[src/rtl/fma16_pkg.sv]
// fma16_pkg: shared types and helpers for the fp16 multiply-accumulate
// command front-end.
//   op_e     - 3-bit command opcode
//   rm_e     - 2-bit roundmode as presented to the datapath
//   ctrl_t   - datapath control bundle {mul, add, negr, negz}
//   decode_op - opcode to control bundle
//   FP16_ZERO / FP16_ONE - commonly used fp16 constants
package fma16_pkg;

    typedef enum logic [2:0] {
        OP_FADD   = 3'b000,
        OP_FSUB   = 3'b001,
        OP_FMUL   = 3'b010,
        OP_FMADD  = 3'b011,
        OP_FMSUB  = 3'b100,
        OP_FNMADD = 3'b101,
        OP_FNMSUB = 3'b110,
        OP_FMACC  = 3'b111
    } op_e;

    typedef enum logic [1:0] {
        RM_RZ  = 2'b00,
        RM_RNE = 2'b01,
        RM_RP  = 2'b10,
        RM_RN  = 2'b11
    } rm_e;

    typedef struct packed {
        logic mul;
        logic add;
        logic negr;
        logic negz;
    } ctrl_t;

    localparam logic [15:0] FP16_ZERO = 16'h0000;
    localparam logic [15:0] FP16_ONE  = 16'h3C00;

    // fmacc shares the fmadd controls; only its z source differs.
    function automatic ctrl_t decode_op(input op_e op);
        ctrl_t c;
        c = '0;
        case (op)
            OP_FADD:   c = 4'b0100;
            OP_FSUB:   c = 4'b0101;
            OP_FMUL:   c = 4'b1000;
            OP_FMADD:  c = 4'b1100;
            OP_FMSUB:  c = 4'b1101;
            OP_FNMADD: c = 4'b1110;
            OP_FNMSUB: c = 4'b1111;
            OP_FMACC:  c = 4'b1100;
            default:   c = '0;
        endcase
        return c;
    endfunction

endpackage

[src/rtl/fma16_issue_rspq.sv]
// fma16_rspq: DEPTH-entry synchronous FIFO of {tag, data} responses.
//   clk, reset_n        - clock, asynchronous active-low reset
//   push, push_tag/data - write side (caller guarantees not full)
//   pop                 - read side (caller guarantees not empty)
//   out_valid/tag/data  - head entry, held stable until popped
//   count               - number of stored entries
module fma16_rspq
    import fma16_pkg::*;
#(
    parameter int DEPTH = 4
) (
    input  logic                       clk,
    input  logic                       reset_n,
    input  logic                       push,
    input  logic [3:0]                 push_tag,
    input  logic [15:0]                push_data,
    input  logic                       pop,
    output logic                       out_valid,
    output logic [3:0]                 out_tag,
    output logic [15:0]                out_data,
    output logic [$clog2(DEPTH):0]     count
);

    localparam int AW = $clog2(DEPTH);

    logic [19:0]   mem [DEPTH];
    logic [AW-1:0] wr_ptr;
    logic [AW-1:0] rd_ptr;

    // Storage is cleared on reset so the head reads as zero when empty.
    // Pointers wrap naturally because DEPTH is a power of two.
    always_ff @(posedge clk or negedge reset_n) begin
        if (!reset_n) begin
            for (int i = 0; i < DEPTH; i++) mem[i] <= '0;
            wr_ptr <= '0;
            rd_ptr <= '0;
            count  <= '0;
        end else begin
            if (push) begin
                mem[wr_ptr] <= {push_tag, push_data};
                wr_ptr      <= wr_ptr + 1'b1;
            end
            if (pop) rd_ptr <= rd_ptr + 1'b1;
            case ({push, pop})
                2'b10:   count <= count + 1'b1;
                2'b01:   count <= count - 1'b1;
                default: count <= count;
            endcase
        end
    end

    assign out_valid = (count != '0);
    assign {out_tag, out_data} = mem[rd_ptr];

endmodule

[src/rtl/fma16_issue.sv]
// fma16_issue: command front-end and result collector for the fp16 FMA
// datapath.
//   cmd_*            - opcode/operand command stream (valid/ready)
//   acc_clr          - zero the running accumulator
//   fma_*            - registered operands and controls to the datapath
//   fma_result       - datapath result, sampled LAT cycles after issue
//   rsp_*            - tagged results in issue order (valid/ready)
//   acc              - running accumulator (last captured result)
module fma16_issue
    import fma16_pkg::*;
#(
    parameter int LAT   = 1,
    parameter int DEPTH = 4
) (
    input  logic        clk,
    input  logic        reset_n,
    input  logic        cmd_valid,
    output logic        cmd_ready,
    input  logic [2:0]  cmd_op,
    input  logic [1:0]  cmd_rm,
    input  logic [15:0] cmd_x,
    input  logic [15:0] cmd_y,
    input  logic [15:0] cmd_z,
    input  logic [3:0]  cmd_tag,
    input  logic        acc_clr,
    output logic [15:0] fma_x,
    output logic [15:0] fma_y,
    output logic [15:0] fma_z,
    output logic        fma_mul,
    output logic        fma_add,
    output logic        fma_negr,
    output logic        fma_negz,
    output logic [1:0]  fma_rm,
    input  logic [15:0] fma_result,
    output logic        rsp_valid,
    input  logic        rsp_ready,
    output logic [15:0] rsp_data,
    output logic [3:0]  rsp_tag,
    output logic [15:0] acc
);

    localparam int CW = $clog2(DEPTH) + 1;

    ctrl_t          ctrl;
    logic           is_macc;
    logic           issue;
    logic           capture;
    logic           pop;
    logic [LAT-1:0] tok_valid;
    logic [3:0]     tok_tag [LAT];
    logic [15:0]    inflight;
    logic [CW-1:0]  count;

    always_comb begin
        inflight = '0;
        for (int i = 0; i < LAT; i++) inflight = inflight + 16'(tok_valid[i]);
    end

    assign ctrl    = decode_op(op_e'(cmd_op));
    assign is_macc = (cmd_op == OP_FMACC);

    // Credits cover both queued and in-flight results, so a capture can
    // never find the FIFO full. fmacc waits for an idle pipe so it reads
    // an accumulator that already holds the previous result.
    assign cmd_ready = ((inflight + 16'(count)) < 16'(DEPTH)) &&
                       !(is_macc && (inflight != '0));
    assign issue     = cmd_valid && cmd_ready;
    assign capture   = tok_valid[LAT-1];
    assign pop       = rsp_valid && rsp_ready;

    // Operand registers hold their value between issues.
    always_ff @(posedge clk or negedge reset_n) begin
        if (!reset_n) begin
            fma_x    <= '0;
            fma_y    <= '0;
            fma_z    <= '0;
            fma_mul  <= 1'b0;
            fma_add  <= 1'b0;
            fma_negr <= 1'b0;
            fma_negz <= 1'b0;
            fma_rm   <= '0;
        end else if (issue) begin
            fma_x    <= cmd_x;
            fma_y    <= cmd_y;
            fma_z    <= is_macc ? (acc_clr ? FP16_ZERO : acc) : cmd_z;
            fma_mul  <= ctrl.mul;
            fma_add  <= ctrl.add;
            fma_negr <= ctrl.negr;
            fma_negz <= ctrl.negz;
            fma_rm   <= cmd_rm;
        end
    end

    // Valid/tag token pipe whose exit marks the result sampling edge.
    always_ff @(posedge clk or negedge reset_n) begin
        if (!reset_n) begin
            tok_valid <= '0;
            for (int i = 0; i < LAT; i++) tok_tag[i] <= '0;
        end else begin
            tok_valid[0] <= issue;
            tok_tag[0]   <= cmd_tag;
            for (int i = 1; i < LAT; i++) begin
                tok_valid[i] <= tok_valid[i-1];
                tok_tag[i]   <= tok_tag[i-1];
            end
        end
    end

    // A clear wins over a result landing on the same edge.
    always_ff @(posedge clk or negedge reset_n) begin
        if (!reset_n)     acc <= FP16_ZERO;
        else if (acc_clr) acc <= FP16_ZERO;
        else if (capture) acc <= fma_result;
    end

    fma16_rspq #(.DEPTH(DEPTH)) u_rspq (
        .clk       (clk),
        .reset_n   (reset_n),
        .push      (capture),
        .push_tag  (tok_tag[LAT-1]),
        .push_data (fma_result),
        .pop       (pop),
        .out_valid (rsp_valid),
        .out_tag   (rsp_tag),
        .out_data  (rsp_data),
        .count     (count)
    );

endmodule
[config.mk]
export PLATFORM = sky130hd
export DESIGN_NAME = fma16_issue
export DESIGN_NICKNAME = d
export VERILOG_FILES = /design/src/rtl/fma16_pkg.sv /design/src/rtl/fma16_issue_rspq.sv /design/src/rtl/fma16_issue.sv
export SDC_FILE = /design/constraint.sdc
export NUM_CORES = 1
export LEC_CHECK = 0
export CAP_MARGIN = 15
export CORE_ASPECT_RATIO = 1.2
export CORE_MARGIN = 2
export CORE_UTILIZATION = 54
export CTS_CLUSTER_SIZE = 24
export DETAILED_ROUTE_END_ITERATION = 7
export GPL_TIMING_DRIVEN = 0
export PLACE_DENSITY = 0.86
export SLEW_MARGIN = 15
export SYNTH_ARGS = -nofsm -noshare
export SYNTH_HDL_FRONTEND = slang
export SYNTH_HIERARCHICAL = 1
export SYNTH_SLANG_ARGS = --single-unit
export TNS_END_PERCENT = 30
[constraint.sdc]
create_clock -name clk -period 4 [get_ports clk]
set_input_delay 0.6 -clock clk [delete_from_list [all_inputs] [get_ports clk]]
set_output_delay 0.6 -clock clk [all_outputs]
set_load 0.01 [all_outputs]
==> flow_metrics.env <==
export IMPL_status="complete, no violations"
export IMPL_grt_pass1_vias=5027
export IMPL_grt_ovfl_total=0
export IMPL_crit_chain="clkdlybuf4s50_1 > ha_1 > a22o_1 > a21oi_1 > clkdlybuf4s50_1"
export IMPL_drtAntennaViolNets=0
export IMPL_area_delta_synth_final_pct=36.3
export IMPL_antenna_found_initial=0
export IMPL_critPathMaxFanout=9
export IMPL_vias=4616
export IMPL_cp_arrival_ns=2.47
export IMPL_cts_tree="done"
export IMPL_criticalPathCategory="in2out"
export IMPL_p_seq_share_pct=34.6
export IMPL_clk_latency_ns=0.42
export IMPL_syn_area_um2=7230
export IMPL_ir_drop_uv=417
export IMPL_die_h_um=131
export IMPL_fp_row_count=46
export IMPL_end_kind="output port"
export IMPL_initial_core_util_pct=55.1
export IMPL_path_clk_slew_ns=0.07
export IMPL_htree_levels=4
export IMPL_clkPwrFrac_pct=22.9
export IMPL_setup_viol=0
export IMPL_wl_met1_mm=6.55
export IMPL_relSlewSlack_pct=62.9
export IMPL_io_pins=170
export IMPL_antennaDiodeCount=0
export IMPL_ys_ff_latch=162
export IMPL_grt_usage_pct=25.0
export IMPL_crit_top_cell="clkdlybuf4s50_1"
export IMPL_stdcell_count=840
export IMPL_cts_resized=0
export IMPL_dr_pass1_iters=5
export IMPL_ctsRootBufferMaster="clkbuf_16"
export IMPL_drv_slew=0
export IMPL_layout_cells_most_common="clkdlybuf4s50_1"
export IMPL_first_iter_violations=192
export IMPL_combPwrFrac_pct=42.5
export IMPL_start_kind="input pin"
export IMPL_min_path_type="in2async"
export IMPL_rsz0062_at_grt="no"
export IMPL_core_area_um2=13100
export IMPL_yosysWarnings=6
export IMPL_max_freq_mhz=325
export IMPL_globalplace_congestion=0.764
export IMPL_dr_wl_met2_mm=9.29
export IMPL_crit_slowest_cell="clkdlybuf4s50_1"
export IMPL_hpwl_mm=12.0
export IMPL_met3_length_mm=1.21
export IMPL_cts_hold_buf=0
export IMPL_path_buf_inv=2
export IMPL_synth_edf_count=0
export IMPL_required_ns=3.40
export IMPL_cts_buffers=17
export IMPL_mostFrequentLayoutCells="168 x clkdlybuf4s50_1, 162 x dfrtp_1, 85 x mux2_2"
export IMPL_sw_frac_of_total_pct=29.9
export IMPL_wl_per_cell_um=20.9
export IMPL_die_w_um=110
export IMPL_fin_nets=746
export IMPL_synth_cell_type_count=27
export IMPL_synth_async_reset_ratio_pct=100
export IMPL_grt_max_degree=91
export IMPL_period_share_pct=76.8
export IMPL_postCtsSetupRepairBufs=0
export IMPL_dieArea_um2=14300
export IMPL_vias_per_cell=5.50
export IMPL_cts_buffer_depth=2
export IMPL_tns_ns=0
export IMPL_layout_min_cycle_time_ns=3.07
export IMPL_worst_pin_slew_ns=0.556
export IMPL_wirelength_mm=17.5
export IMPL_synth_flop_cell="dfrtp_1"
export IMPL_power_uw=8230
export IMPL_placed_cells=808
export IMPL_drive_above_1_share_pct=28.4
export IMPL_slowest_delay_ns=0.58
export IMPL_maxCapViolations=0
export IMPL_power_density_nw_per_um2=836
export IMPL_p_int_uw=5770
export IMPL_p_leak_uw=0.00432
export IMPL_hold_violations=0
export IMPL_synthCells=470
export IMPL_critPathTopFamily="buffers and inverters"
export IMPL_synth_yosys_seq_area_share_pct=56.1
export IMPL_skew_ns=0.00742
export IMPL_top_layer_used="met4"
export IMPL_cts_sinks=162
export IMPL_synth_avg_cell_area_um2=15.4
export IMPL_final_core_util_pct=75.0
export IMPL_grt_pass1_wl_mm=26.6
export IMPL_drc=0
export IMPL_port_buffers=169
export IMPL_synth_net_count=557
export IMPL_power_switching_uw=2460
## metrics by stage
stage               worst slack (ns)  hold slack, ns  cell area, um^2
global placement               -3.79           0.479             9130
global route                   0.887           0.162             9850
finish                         0.926           0.124             9850
CTS                            0.963           0.161             9850
floorplan                       2.03           0.304             7230
detailed placement             0.976           0.487             9160
## worst reg2reg max path, stage by stage, from the launching register on
cell and delay (ns):
dfrtp_1 0.41, or3_1 0.42, and2_1 0.24, ha_1 0.25
inv_1 0.07, fa_1 0.40, o21ai_0 0.21
## final cells by class
| class | instances | area (um^2) |
|---|---|---|
| buffer | 28 | 269 |
| clock buffer | 17 | 425 |
| clock inverter | 15 | 263 |
| fill | 797 | 3270 |
| inverter | 25 | 93.8 |
| multi-input combinational | 255 | 2810 |
| sequential | 162 | 4050 |
| tap | 168 | 210 |
| timing repair buffer | 170 | 1720 |
## flip-flops by register name, indices dropped and copies added, names as in the netlist, 2 cells and up
signal,flops
u_rspq/mem,80
acc,16
fma_x,16
fma_y,16
fma_z,16
tok_tag,4
u_rspq/count,3
fma_rm,2
u_rspq/rd_ptr,2
u_rspq/wr_ptr,2
## power by group through the flow
| stage | combinational [uW] | clock (uW) | sequential (uW) |
|---|---|---|---|
| global route | 3720 | 1990 | 2930 |
| global placement | 3400 | 0 | 2780 |
| CTS | 3540 | 1910 | 2850 |
| finish | 3500 | 1880 | 2850 |
| detailed placement | 3480 | 0 | 2850 |
| floorplan | 1850 | 0 | 2880 |
## cells in the mapped netlist, drive strengths merged, types with 2 or more instances
cell,instances,area (um^2)
a21oi,19,98.9
and4b,16,160
buf,21,243
clkbuf,7,26.3
dfrtp,162,4050
ha,8,100
inv,25,93.8
mux2,117,1440
mux2i,33,330
mux4,20,458
nand2,8,30.0
nand2b,2,12.5
nor2,19,71.3
o21ai,2,10.0
xnor2,2,17.5
xor2,4,35.0
## worst paths after layout
check	startpoint	to	slack (ns)	depth (start not counted)
setup / recovery	cmd_op[0]	cmd_ready	0.93	5
hold / removal	reset_n	fma_x[4]$_DFFE_PN0P_	0.12	1
setup reg to reg	u_rspq/count[1]$_DFFE_PN0P_	u_rspq/count[1]$_DFFE_PN0P_	1.91	6
hold reg to reg	u_rspq/mem[26]$_DFFE_PN0P_	u_rspq/mem[26]$_DFFE_PN0P_	0.50	1
max in group asynchronous	reset_n	u_rspq/mem[47]$_DFFE_PN0P_	3.06	2
min in group clk	u_rspq/mem[26]$_DFFE_PN0P_	u_rspq/mem[26]$_DFFE_PN0P_	0.50	1
## metal layers
metal / global-route usage [%] / vias to the layer above
met1: 28.3 / 2361
met2: 45.1 / 175
met5: 0 / -
met4: 9.83 / 0
met3: 6.45 / 38
li1: - / 2042
## cells by family (layout without fill, tap and decap cells)
kind of cell             Yosys count  after routing  synth area share [%]
XOR/XNOR                           6              6                 0.727
adder cells (fa/ha/maj)            9              9                  1.66
AND/OR/NAND/NOR                   48             48                  4.05
AO/OA/AOI/OAI                     22             22                  1.63
buffers and inverters             53            255                  5.02
multiplexers                     170            170                  30.8
flip-flops                       162            162                  56.1
Power figures use the tool's default switching activity.
